`src/rtl/bcd_time_display_scan.sv`:
```
// bcd_time_display_scan: scans six BCD time digits onto a multiplexed seven-segment display.
// Digits are snapshotted once per frame; the colon blinks whenever the seconds digit changes.
module bcd_time_display_scan #(
    parameter int SCAN_DIV       = 4,
    parameter bit SEG_ACTIVE_LOW = 1'b0
) (
    input  logic       i_clk,
    input  logic       i_rst,
    input  logic [3:0] i_m_hr,
    input  logic [3:0] i_l_hr,
    input  logic [3:0] i_m_min,
    input  logic [3:0] i_l_min,
    input  logic [3:0] i_m_sec,
    input  logic [3:0] i_l_sec,
    input  logic       i_blank_lz,
    output logic [6:0] o_seg,
    output logic [5:0] o_an,
    output logic       o_dp,
    output logic       o_frame_start,
    output logic       o_err
);
    localparam logic [15:0] LAST = 16'(SCAN_DIV - 1);

    logic [15:0] r_cnt;
    logic [2:0]  r_idx;
    logic [3:0]  r_dig [6];
    logic        r_phase;
    logic        r_run;
    logic        r_err;

    logic [3:0]  w_in [6];
    logic        w_tick;
    logic        w_wrap;
    logic        w_bad;
    logic [3:0]  w_cur;
    logic [6:0]  w_dec;
    logic [6:0]  w_seg;
    logic [5:0]  w_an;
    logic        w_dp;
    logic        w_fs;

    assign w_in   = '{i_l_sec, i_m_sec, i_l_min, i_m_min, i_l_hr, i_m_hr};
    assign w_tick = r_cnt == LAST;
    assign w_wrap = w_tick && r_idx == 3'd5;
    assign w_bad  = (i_l_sec > 4'd9) | (i_m_sec > 4'd9) | (i_l_min > 4'd9) |
                    (i_m_min > 4'd9) | (i_l_hr > 4'd9) | (i_m_hr > 4'd9);
    assign w_cur  = r_dig[r_idx];

    always_ff @(posedge i_clk) begin
        if (!i_rst) begin
            r_cnt   <= '0;
            r_idx   <= 3'd5;
            r_phase <= 1'b1;
            r_run   <= 1'b0;
            r_err   <= 1'b0;
            for (int k = 0; k < 6; k++) r_dig[k] <= '0;
        end else begin
            r_cnt <= w_tick ? '0 : r_cnt + 16'd1;
            if (w_tick) r_idx <= (r_idx == 3'd5) ? 3'd0 : r_idx + 3'd1;
            if (w_wrap) begin
                for (int k = 0; k < 6; k++) r_dig[k] <= w_in[k];
                r_phase <= r_phase ^ (i_l_sec != r_dig[0]);
                r_run   <= 1'b1;
                r_err   <= r_err | w_bad;
            end
        end
    end

    always_comb begin
        w_dec = 7'b1000000;
        case (w_cur)
            4'd0: w_dec = 7'b0111111;
            4'd1: w_dec = 7'b0000110;
            4'd2: w_dec = 7'b1011011;
            4'd3: w_dec = 7'b1001111;
            4'd4: w_dec = 7'b1100110;
            4'd5: w_dec = 7'b1101101;
            4'd6: w_dec = 7'b1111101;
            4'd7: w_dec = 7'b0000111;
            4'd8: w_dec = 7'b1111111;
            4'd9: w_dec = 7'b1101111;
            default: w_dec = 7'b1000000;
        endcase
    end

    // display stays dark until the first snapshot has been taken
    assign w_seg = (!r_run || (r_idx == 3'd5 && i_blank_lz && r_dig[5] == 4'd0)) ? 7'd0 : w_dec;
    assign w_an  = r_run ? 6'd1 << r_idx : 6'd0;
    assign w_dp  = r_run && r_phase && (r_idx == 3'd2 || r_idx == 3'd4);
    assign w_fs  = r_run && r_idx == 3'd0 && r_cnt == 16'd0;

    always_ff @(posedge i_clk) begin
        if (!i_rst) begin
            o_seg         <= {7{SEG_ACTIVE_LOW}};
            o_an          <= {6{SEG_ACTIVE_LOW}};
            o_dp          <= SEG_ACTIVE_LOW;
            o_frame_start <= 1'b0;
        end else begin
            o_seg         <= w_seg ^ {7{SEG_ACTIVE_LOW}};
            o_an          <= w_an ^ {6{SEG_ACTIVE_LOW}};
            o_dp          <= w_dp ^ SEG_ACTIVE_LOW;
            o_frame_start <= w_fs;
        end
    end

    assign o_err = r_err;
endmodule

```
`config.mk`:
```
export PLATFORM = sky130hd
export DESIGN_NAME = bcd_time_display_scan
export DESIGN_NICKNAME = d
export VERILOG_FILES = /design/src/rtl/bcd_time_display_scan.sv
export SDC_FILE = /design/constraint.sdc
export NUM_CORES = 1
export LEC_CHECK = 0
export CAP_MARGIN = 20
export CORE_ASPECT_RATIO = 0.6
export CORE_MARGIN = 2
export CORE_UTILIZATION = 53
export CTS_CLUSTER_DIAMETER = 40
export DETAILED_ROUTE_END_ITERATION = 6
export MAX_ROUTING_LAYER = met4
export PLACE_DENSITY = 0.8
export REMOVE_ABC_BUFFERS = 1
export SYNTH_ARGS = -nofsm -noshare
export SYNTH_HDL_FRONTEND = slang
export SYNTH_SLANG_ARGS = --single-unit
export TNS_END_PERCENT = 10
```
`constraint.sdc`:
```
create_clock -name i_clk -period 4.5 [get_ports i_clk]
set_clock_uncertainty 0.1 [all_clocks]
set_input_delay 0.675 -clock i_clk [delete_from_list [all_inputs] [get_ports i_clk]]
set_output_delay 0.675 -clock i_clk [all_outputs]
set_load 0.01 [all_outputs]
```
---- Word level (Yosys, flattened, before mapping) ----
Memories as Yosys holds them, arrays and structs flattened. A register that Yosys moved wholly into a read port is not among the register bits.
Index checks and enable logic that the tools add are counted.
Widths: inputs -> output; s select.
storage, ports and cells
  memories kept ........................... 2
  bits in registers ....................... 30
  input port bits ......................... 27
  ROM bits ................................ 112
  RAM bits ................................ 24
  bits in latches ......................... 0
  logic and storage cells ................. 67
memory list
  memory           words  width  read ports  clocked after memory_dff  wr ports  line  source
  (no name shown)  16     7      1           1                         0         71    case (w_cur)
  r_dig            6      4      3           1                         6         26    logic [3:0] r_dig [6];
operators by class
  bitwise logic cells ..................... 14
  reduce and logical (&&, ||, !) cells .... 16
  div/mod/pow operators ................... 0
  $add $sub $neg .......................... 2
  multiplexer cells ....................... 13
  magnitude comparators ................... 6
  eq/ne operators ......................... 5
  multipliers ............................. 0
  shifts and indexed selects .............. 1
operators by type and width
  cell                   count
  $gt 4x4->1 const B     6
  $mux 4                 6
  $add 16x1->16 const B  1
  $eq 16x2->1 const B    1
  $logic_not 16->1       1
  $or 1x1->1             12
  $mux 3                 3
  $logic_and 1x1->1      7
  $eq 3x3->1 const B     2
  $shl 1x3->6 const A    1
  $logic_not 4->1        1
  $mux 1                 4
  $ne 4x4->1             1
  $reduce_or 2->1        2
  $add 3x1->3 const B    1
  $eq 3x2->1 const B     1
  $logic_not 3->1        1
  $logic_or 1x1->1       2
  $reduce_and 2->1       1
  $logic_not 1->1        1
  $not 1->1              1
  $xor 1x1->1            1

---- Longest topological paths before layout ----
  word-level depth ........................ 7
  mapped depth ............................ 8
  gate-level depth less buffers ........... 7

---- Worst setup path before layout ----
Ideal clock, no wire load.
  kind .................................... register to register
  start point ............................. register r_idx[0]
  end point ............................... memory r_dig[0][0] (enable)
  path buffers ............................ 1
  path slack .............................. 1084 ps
  data required time ...................... 3958 ps
  arrival ................................. 2874 ps
  stages on the path, launching flop included .. 5
  cells stage by stage .................... dfxtp_1 -> buf_2 -> inv_1 -> or3_1 -> o31ai_1
RTL lines
  element                 line  source
  from (decl)             25    logic [2:0] r_idx;
  from (signal assigned)  59    if (w_tick) r_idx <= (r_idx == 3'd5) ? 3'd0 : r_idx + 3'd1;
  to (decl)               26

==> run_results.csv <==
group,metric,value,unit
run_status,status,"finished, final reports clean",
cts,htree_levels,3,
sta,finalSetupTns,0,ns
cts,clock-root-buffer,"clkbuf_8",
sta,timing.final.crit_share,59.6,%
placement,io_buffers,42,
finish,nets,341,
grt,overflow,0,
die,coreArea,5130,um^2
drt,dr.pass1.iters,4,
placement,gp_congestion,0.805,
cts,postCtsSetupRepairBufs,0,
logic_synthesis,synth_warnings,0,
die,start_util,56.0,%
finish,final_cell_mix,"clkdlybuf4s50_1 (42), dfxtp_1 (40), nor2_1 (25), and2_1 (24), edfxtp_1 (24)",
logic_synthesis,synth_cell_type_count,42,
logic_synthesis,synth_area_leaders,"dfxtp_1 (28%), edfxtp_1 (25%), and2_1 (5.2%), xnor2_1 (4.3%), ha_1 (3.5%)",
critical_path,cp.arrival,2.79,ns
drt,drc_errors,0,
sta,finalMaxSlewViolations,0,
power_and_ir_drop,irDropWorstVdd,0.202,mV
critical_path,required,4.60,ns
sta,fmax,373,MHz
cts,cts_buffers,9,
finish,final_area,3540,um^2
cts,clk_pin_slew_worst_paths,0.06,ns
finish,drive_gt1_share,8.04,%
grt,top_usage_layer,"met1",
critical_path,cp_num_cells,4,
sta,tightestPinTransition,1.02,ns
logic_synthesis,synth-seq-cells,64,
drt,routedWlPerCell,14.6,um
die,die_h,61.0,um
drt,ant_nets,0,
critical_path,critPathKind,"reg2reg",
logic_synthesis,synth_seq_area_share,53.0,%
drt,routed_via_density,5.37,
grt,grt_pass1_vias,1866,
grt,grt_max_degree,27,
sta,rsz0062_at_grt,"no",
critical_path,worstRegToRegCells,4,
critical_path,path_delay_family,"simple AND/OR/NAND/NOR gates",
die,pin_count,43,
critical_path,crit_fanout,26,
placement,place_area,3340,um^2
cts,cts_tree,"done",
die,die_w,99.0,um
critical_path,end_kind,"flop",
sta,final.min_clock_period,2.68,ns
sta,slew_headroom,31.3,%
die,fp-row-count,20,
drt,initialDrtViolationCount,161,
critical_path,max_stage_delay,0.89,ns
cts,cts_resized,0,
grt,met1_usage,28.4,%
logic_synthesis,synth_ff_type,"dfxtp_1",
grt,met2_usage,27.7,%
logic_synthesis,yosys.area.top_type_share,27.9,%
grt,antenna_found_initial,0,
finish,antennaDiodeCount,0,
grt,grt_pass1_wl,8890,um
flow_run,cap_violations,0,
logic_synthesis,syn_avg_cell_area,11.0,um^2
cts,clock_path_buffers,2,
drt,num_vias,2025,
min_path,hold_path.class,"reg2reg",
critical_path,path_cells,"nor4_1 -> nand4_1 -> nor4_4 -> and2_1",
critical_path,worst-path-buf-inv,0,
logic_synthesis,synth_area,2870,um^2
power_and_ir_drop,p_leak,1.31,nW
die,dieArea,6040,um^2
sta,hold_viol,0,
logic_synthesis,yosys.area.top_type,"dfxtp_1",
power_and_ir_drop,powerDensity,352,nW/um^2
critical_path,start_kind,"flop",
critical_path,critical_path.slowest_cell,"nor4_4",
logic_synthesis,syn_inst,260,
cts,cts.sink_count,64,
grt,grt_usage,20.4,%
logic_synthesis,async_flop_share,0,%
grt,met3_usage,7.04,%
finish,final_common_cell,"clkdlybuf4s50_1",
cts,clock_latency,0.34,ns
logic_synthesis,synth-edff-count,24,
finish,syn2layout_area_growth,23.4,%
drt,wl,5490,um
cts,cts_hold_buffers,0,
sta,setup_violations,0,
placement,dpl.hpwl,3870,um
min_path,holdPathStages,1,
routing by layer:
metal,part of all wire (%),up-vias
li1,-,1011
met1,52,954
met3,5.7,10
met2,41,50
met5,0,-
met4,1.5,0
Yosys cell counts (3+ instances only):
| cell type | number |
|---|---|
| nand2_1 | 8 |
| nor2_1 | 25 |
| mux4_2 | 4 |
| nor4_1 | 13 |
| xor2_1 | 5 |
| dfxtp_1 | 40 |
| and3_1 | 3 |
| edfxtp_1 | 24 |
| ha_1 | 8 |
| nand3_1 | 6 |
| a21oi_1 | 3 |
| and2_1 | 24 |
| mux2i_1 | 7 |
| buf_2 | 3 |
| nor3_1 | 5 |
| mux2_1 | 3 |
| xnor2_1 | 14 |
| nand4_1 | 6 |
| o32ai_1 | 3 |
| inv_1 | 18 |
| o21ai_0 | 7 |
| clkbuf_1 | 4 |
cells by family (layout without fill, tap and decap cells):
logic type                 count (synthesis)  after routing  synth area share (%)
and+or+nand+nor                           99             99                  19.1
DFF                                       64             64                  53.0
buffers and inverters                     27             78                  4.18
AOI/OAI and AO/OA                         26             26                  6.27
xor gates and xnor gates                  19             19                  5.80
muxes                                     17             17                  8.19
adders and majority gates                  8              8                  3.49
sequential cells by signal (all words and copies together), names as in the netlist, named ones only:
| register | count |
|---|---|
| o_an | 6 |
| o_dp | 1 |
| o_err | 1 |
| o_frame_start | 1 |
| o_seg | 7 |
| r_cnt | 16 |
| r_dig | 24 |
| r_idx | 3 |
| r_phase | 1 |
| r_run | 1 |
area by class of cell:
cell class / count / area [um^2]
tap: 66 / 82.6
clock inverter: 2 / 12.5
clock buffer: 14 / 174
inverter: 18 / 67.6
timing repair buffer: 44 / 443
multi-input combinational: 169 / 1240
fill: 407 / 1590
sequential: 64 / 1520
path summary, 6_finish.rpt:
path / startpoint / endpoint / slack (ns)
setup / recovery: r_cnt[11] / r_dig[4][1] / 1.82
hold / removal: r_run / r_run / 0.36
setup reg to reg: r_cnt[11] / r_dig[4][1] / 1.82
hold reg to reg: r_run / r_run / 0.36
power breakdown:
part | total (mW) | switching [mW] | internal (mW) | leakage (nW)
Sequential | 0.646 | 0.0188 | 0.627 | 0.573
Combinational | 0.142 | 0.0720 | 0.0698 | 0.643
Clock | 0.458 | 0.210 | 0.248 | 0.0918
Total | 1.25 | 0.301 | 0.945 | 1.31
stage by stage:
step / instances / setup slack (ns) / total power [mW] / hold WS, ns / util (%)
floorplan: 251 / 1.08 / 0.736 / 0.326 / -
global placement: 359 / 1.62 / 0.790 / 0.336 / 65.0
detailed placement: 359 / 1.56 / 0.795 / 0.339 / 65.0
CTS: 375 / 1.72 / 1.25 / 0.354 / 68.7
global route: 377 / 1.73 / 1.30 / 0.396 / 69.1
finish: 377 / 1.82 / 1.25 / 0.357 / 69.1
Power figures use the tool's default switching activity.
==> edit 1: new RTL, same settings <==
Register the output `o_dp` once more; this adds one clock of latency there. The other outputs are not delayed to match.
--- a/src/rtl/bcd_time_display_scan.sv
+++ b/src/rtl/bcd_time_display_scan.sv
@@ -22,2 +22,4 @@
     localparam logic [15:0] LAST = 16'(SCAN_DIV - 1);
+
+    logic o_dp_s0;
 
@@ -95,3 +97,3 @@
             o_an          <= {6{SEG_ACTIVE_LOW}};
-            o_dp          <= SEG_ACTIVE_LOW;
+            o_dp_s0       <= SEG_ACTIVE_LOW;
             o_frame_start <= 1'b0;
@@ -100,3 +102,3 @@
             o_an          <= w_an ^ {6{SEG_ACTIVE_LOW}};
-            o_dp          <= w_dp ^ SEG_ACTIVE_LOW;
+            o_dp_s0       <= w_dp ^ SEG_ACTIVE_LOW;
             o_frame_start <= w_fs;
@@ -106,2 +108,6 @@
     assign o_err = r_err;
+    always_ff @(posedge i_clk) begin
+        o_dp <= o_dp_s0;
+    end
+
 endmodule
Behaviour: no difference found for any inputs over 10 cycles, from zero or initial values and one cycle with i_rst low; that may be too few to reach the edited logic, so the function may still have changed.
==> edit 1 against the original RTL <==
- total power up 4.1%
- non-clock buffer count shrank 1
- sequential cell count rose by 1
- setup slack gained 0.054 ns
- routed wire length is 0.51% lower
- sequential power is 1% higher
- final area rose by 1.1%
- clock power increased by 9.4%
- count of clock-buffer cells in the layout grew 1
- area after synthesis rose by 0.70%
- largest cell class unchanged
- largest power group unchanged
- highest routed layer unchanged
==> edit 1: results (changes against the original RTL) <==
Cell family with the largest share of critical-path delay: simple AND/OR/NAND/NOR gates. In the final layout, the registers with the most flip-flops are r_dig: 24 flops, r_cnt: 16 flops, o_seg: 7 flops. For the maximum number of pins on one net before global-route repair, the log shows 27 (unchanged).

The total routed wirelength was 5460 um (-0.51%); the actual slew at the worst max-slew pin was 1.03 ns (+0.00632 ns). The cell depth of the worst flop-to-flop path is 4 (unchanged), and the count of unique library cells instantiated by Yosys is 42 (unchanged). The placer congestion estimate was 0.769 (-4.4%). Among all stages on the critical path, the largest delay is contributed by nor4_4. The Yosys warning count was 0 (unchanged).

The run gives 2 (unchanged) as the buffer depth of the longest clock path. The worst path arrival time was 2.74 ns (-0.05 ns). The run gives 0.35 ns as the clock insertion delay at the later pin of the skew report. Most frequently used flop master after synthesis: dfxtp_1. The wire length on met1 was 2740 um (-3.2%). The logs give 8490 um (-4.4%) for the wire length of the first global-routing pass and 2210 um (-1.9%) for the routed wire length on met2.

The routed wire length per instance is 14.5 um (-0.51%). Number of synthesized flops with an enable pin: 24 (unchanged). The biggest cell delay along the critical path came out at 0.86 ns (-0.03 ns). The sequential share of the synthesized area is 53.3% (+0.33 points). Detailed router's first-iteration violation count: 143 (-11%). The run gives 341 (unchanged) as the total number of nets in the final design.

The detailed placement HPWL came out at 3930 um (+1.5%). The run gives 4 (unchanged) as the first-pass detailed-route iteration total. The critical-path maximum fanout was 26 (unchanged).

The fraction of registers with async set/reset was 0% (unchanged); the number of CTS-inserted buffers was 9 (unchanged). The count of port buffers added during placement is 42 (unchanged). The fraction of layout cells with a size suffix above 1 was 8.36% (+0.32 points). Signal routing reaches up to met4. For the overall global routing resource usage, the log shows 19.7% (-0.67 points). The via count of the first global-routing pass was 1,744 (-6.5%). The logs give 0.252 mV (+25%) for the peak supply drop and 0 (unchanged) for the initial antenna violation count. The total met3 wirelength after detailed routing is 424 um (+36%). The run finished with clean final reports.

The register clock-pin slew on the reported worst setup and hold paths is 0.07 ns, and the leakage power of the design is 1.33 nW (+1.7%). The tools report the cell chosen for the clock root as clkbuf_8. The average vias per placed instance came out at 5.42 (+0.89%). The logs give 261 (+0.38%) for the cell count after synthesis and 360 (+0.28%) for the count of placed standard cells including taps. The run gives 3 (unchanged) as the number of levels in the clock H-tree. The number of cells on the worst hold path works out to 0 (-1). In the post-synthesis netlist, the biggest area contributors are dfxtp_1 28%, edfxtp_1 25%, and2_1 5.2%, xnor2_1 4.2%, ha_1 3.5%.

The number of flip-flops in the largest register is 24 (unchanged). The commonest cells after synthesis are 41 x dfxtp_1, 25 x nor2_1, 24 x and2_1, 24 x edfxtp_1, 18 x inv_1.
-- edit 1: worst register-to-register path, cell delays in order (launching register included) --
cell     delay, ns
dfxtp_1       0.36
nor4_1        0.49
nand4_1       0.42
nor4_4        0.87
and2_1        0.26
-- edit 1: cell type report --
class | count | area (um^2)
clock buffer | 15 | 208
clock inverter | 1 | 5.00
fill | 380 | 1570
inverter | 18 | 67.6
multi-input combinational | 169 | 1240
sequential | 65 | 1540
tap | 66 | 82.6
timing repair buffer | 43 | 435
-- edit 1: cell families after synthesis --
kind of cell / Yosys count / share of synthesized area [%]
buf+inv: 27 / 4.15
fa+ha+maj: 8 / 3.46
xor+xnor: 19 / 5.76
flops: 65 / 53.3
mux: 17 / 8.14
compound gates: 26 / 6.23
simple gates: 99 / 19.0
-- edit 1: path summary, 6_finish.rpt --
path                         from                   endpoint  slack, ns
max reg2reg  r_cnt[11]$_SDFF_PP0_  r_dig[1][0]$_SDFFCE_PN0P_       1.87
max          r_cnt[11]$_SDFF_PP0_  r_dig[1][0]$_SDFFCE_PN0P_       1.87
min reg2reg    o_dp_s0$_SDFF_PN0_               o_dp$_DFF_P_       0.23
min            o_dp_s0$_SDFF_PN0_               o_dp$_DFF_P_       0.23
-- edit 1: where the power goes --
part	total [mW]	switching, mW	internal, mW	leakage (nW)
logic	0.141	0.0720	0.0688	0.638
clock network	0.501	0.208	0.293	0.111
registers	0.655	0.0187	0.636	0.581
total	1.30	0.299	0.998	1.33
-- edit 1: through the flow --
stage	cell area, um^2	hold WS (ns)	utilization [%]	setup WS [ns]
after global placement	3360	0.215	65.1	1.58
final	3580	0.228	69.5	1.87
after detailed placement	3360	0.214	65.1	1.54
after CTS	3570	0.229	69.2	1.70
after floorplan	2840	0.210	-	1.08
after global routing	3580	0.257	69.5	1.70
-- edit 1: metal layers --
metal | vias to the layer above | global-route usage, %
met5 | - | -
met4 | 0 | 6.07
met3 | 11 | 8.51
met2 | 74 | 27.4
met1 | 935 | 26.1
li1 | 1023 | -
==> edit 2: new RTL, same settings <==
Made on the original files. `SEG_ACTIVE_LOW`: 1'b0 -> 1'b1.
--- a/src/rtl/bcd_time_display_scan.sv
+++ b/src/rtl/bcd_time_display_scan.sv
@@ -4,3 +4,3 @@
     parameter int SCAN_DIV       = 4,
-    parameter bit SEG_ACTIVE_LOW = 1'b0
+    parameter bit SEG_ACTIVE_LOW = 1'b1
 ) (
Formal check against the unedited RTL: not equivalent (a bounded check fails within 4 cycles, from zero or initial values and one cycle with i_rst low).
==> edit 2 against the original RTL <==
- synthesized cell count grew 0.38%
- final area shrank 0.53%
- total power shrank 0.57%
- routed wire length grew 2.6%
- area after synthesis grew 0.17%
- final cell count is the same
- largest power group unchanged
- sequential cell count is the same
- setup slack gained 0.21 ns
- critical path depth grew 2
==> edit 2: results (changes against the original RTL) <==
The flow ran to the end, and the final reports show no timing, DRC or antenna violations. The run gives 0.34 ns (about the same) as the clock insertion delay at the later pin of the skew report. The tightest min-delay check is of the flop to flop type. The Yosys warning count came out at 0 (unchanged).

The logs give 21.3% (+0.90 points) for the overall global routing resource usage and 360 (+0.28%) for the count of placed standard cells including taps. Detailed router's first-iteration violation count: 162 (+0.62%). The number of max-cap violations was 0 (unchanged); the critical-path maximum fanout was 9 (-65%).

The run gives 0.197 mV (-2.4%) as the peak supply drop. The number of synthesized flops with an enable pin came out at 24 (unchanged). The final standard cell count with taps included and fillers excluded was 377 (unchanged).

The cell chosen for the clock root is clkbuf_8. The total of cells resized after clock tree synthesis was 0 (unchanged); the number of levels in the clock H-tree was 3 (unchanged). The run gives 9230 um (+3.8%) as the wire length of the first global-routing pass. The largest registers in the layout are r_dig: 24 flops, r_cnt: 16 flops, o_seg: 7 flops. In this design, the largest share of critical-path delay is due to multiplexers. The total number of nets in the final design was 341 (unchanged); the total inserted antenna cells was 0 (unchanged). The logs give 2 (unchanged) for the buffer depth of the longest clock path and 0.00333 mm^2 (-0.19%) for the standard cell area after detailed placement.

The run gives 0 (unchanged) as the initial antenna violation count. The fraction of registers with async set/reset came out at 0% (unchanged). The biggest cell delay along the critical path was 0.60 ns (-0.29 ns). The fraction of layout cells with a size suffix above 1 is 8.04% (unchanged). Clock-pin slew was measured on the worst setup and hold paths at 0.07 ns. The total number of vias is 2,067 (+2.1%), and the count of port buffers added during placement is 42 (unchanged). First-pass detailed-route iteration total: 4 (unchanged).

The worst path arrival time was 2.56 ns (-0.23 ns); the number of CTS-inserted buffers was 9 (unchanged). The number of fill cells was 398 (-2.2%). The placer congestion estimate was 0.834 (+3.6%). The number of flip-flops in the largest register is 24 (unchanged), and the internal portion of total power is 0.944 mW (-0.11%).

The routed wire length per instance came out at 14.9 um (+2.6%). The largest individual stage delay along the critical path comes from the cell dfxtp_1. The setup fix buffers added after clock tree synthesis was 0 (unchanged); the maximum number of pins on one net before global-route repair was 27 (unchanged). The run gives 1.34 nW (+2.5%) as the leakage power of the design. The run gives 42 (unchanged) as the count of unique library cells instantiated by Yosys.

The sequential share of the synthesized area is 52.9% (-0.092 points), and the cell count after synthesis is 261 (+0.38%). Ranked by instance count, the synthesized netlist is headed by 40 x dfxtp_1, 26 x and2_1, 24 x edfxtp_1, 20 x nor2_1, 15 x inv_1. Sorting the synthesized cells by area gives the leading types as dfxtp_1 28%, edfxtp_1 25%, and2_1 5.7%, ha_1 3.5%, xnor2_1 3.3%. The run gives 4090 um (+5.7%) as the detailed placement HPWL.

Headroom to the max-slew limit: 32.2% (+0.91 points). The run gives 1,854 (-0.64%) as the via count of the first global-routing pass.
## edit 2: cell types whose count changed in the layout (fill, tap and decap cells not counted), moves of 3 or more
cell | unedited run | this run
nor4_1 | 13 | 5
o21ai_0 | 7 | 11
o32ai_1 | 3 | 0
nor2_1 | 25 | 20
nand3_1 | 6 | 12
and4_1 | 2 | 5
xnor2_1 | 14 | 11
a32oi_1 | 0 | 3
mux2_2 | 1 | 5
inv_1 | 18 | 15
## edit 2: worst paths after layout
check / slack [ns] / startpoint / endpoint / cells after the start
hold reg to reg: 0.37 / r_idx[2]$_SDFFE_PN1N_ / o_an[4]$_SDFF_PN1_ / 1
setup reg to reg: 2.03 / flop / o_seg[1]$_SDFF_PN1_ / 6
setup / recovery: 2.03 / flop / o_seg[1]$_SDFF_PN1_ / 6
hold / removal: 0.37 / r_idx[2]$_SDFFE_PN1N_ / o_an[4]$_SDFF_PN1_ / 1
## edit 2: per-layer routing
layer	track usage, %	part of all wire (%)	up-vias
met1	30.5	52	975
met5	-	0	-
met2	28.7	41	64
met3	7.26	6.6	2
met4	5.87	0.50	0
li1	-	-	1026
## edit 2: per-stage QoR
step / worst slack [ns] / hold slack, ns
after global placement: 1.64 / 0.355
after detailed placement: 1.55 / 0.350
after CTS: 1.91 / 0.368
after global routing: 1.88 / 0.382
final: 2.03 / 0.373
after floorplan: 2.36 / 0.314
## edit 2: area by class of cell
type / count / area (um^2) / share of cell area (%)
inverters: 15 / 56.3 / 1.60
flip-flops and latches: 64 / 1520 / 43.2
clock buffers: 14 / 174 / 4.93
multi-input cells: 173 / 1250 / 35.4
well taps: 66 / 82.6 / 2.34
clock inverters: 2 / 11.3 / 0.319
repair buffers: 43 / 432 / 12.2
## edit 2: cell families (layout without fill, tap and decap cells)
kind of cell,count (synthesis),in the layout,synth area share (%)
AND/OR/NAND/NOR,103,103,20.1
adder cells (fa/ha/maj),8,8,3.48
AO/OA/AOI/OAI,27,27,5.83
buffers and inverters,24,74,3.70
multiplexers,17,17,8.53
XOR/XNOR,18,18,5.48
flip-flops,64,64,52.9
## edit 2: power by group through the flow
| stage | Combinational (mW) | Sequential (mW) | Clock [mW] |
|---|---|---|---|
| after floorplan | 0.0807 | 0.654 | 0 |
| after global placement | 0.132 | 0.658 | 0 |
| after detailed placement | 0.135 | 0.660 | 0 |
| after CTS | 0.136 | 0.647 | 0.465 |
| after global routing | 0.152 | 0.650 | 0.490 |
| final | 0.137 | 0.648 | 0.454 |
## edit 2: worst reg2reg max path, cell delays in order, from the launching register on
cell and delay (ns):
dfxtp_1 0.60, mux2_2 0.39, mux4_2 0.58, inv_1 0.16
ha_1 0.27, a21oi_1 0.13, o21ai_0 0.09
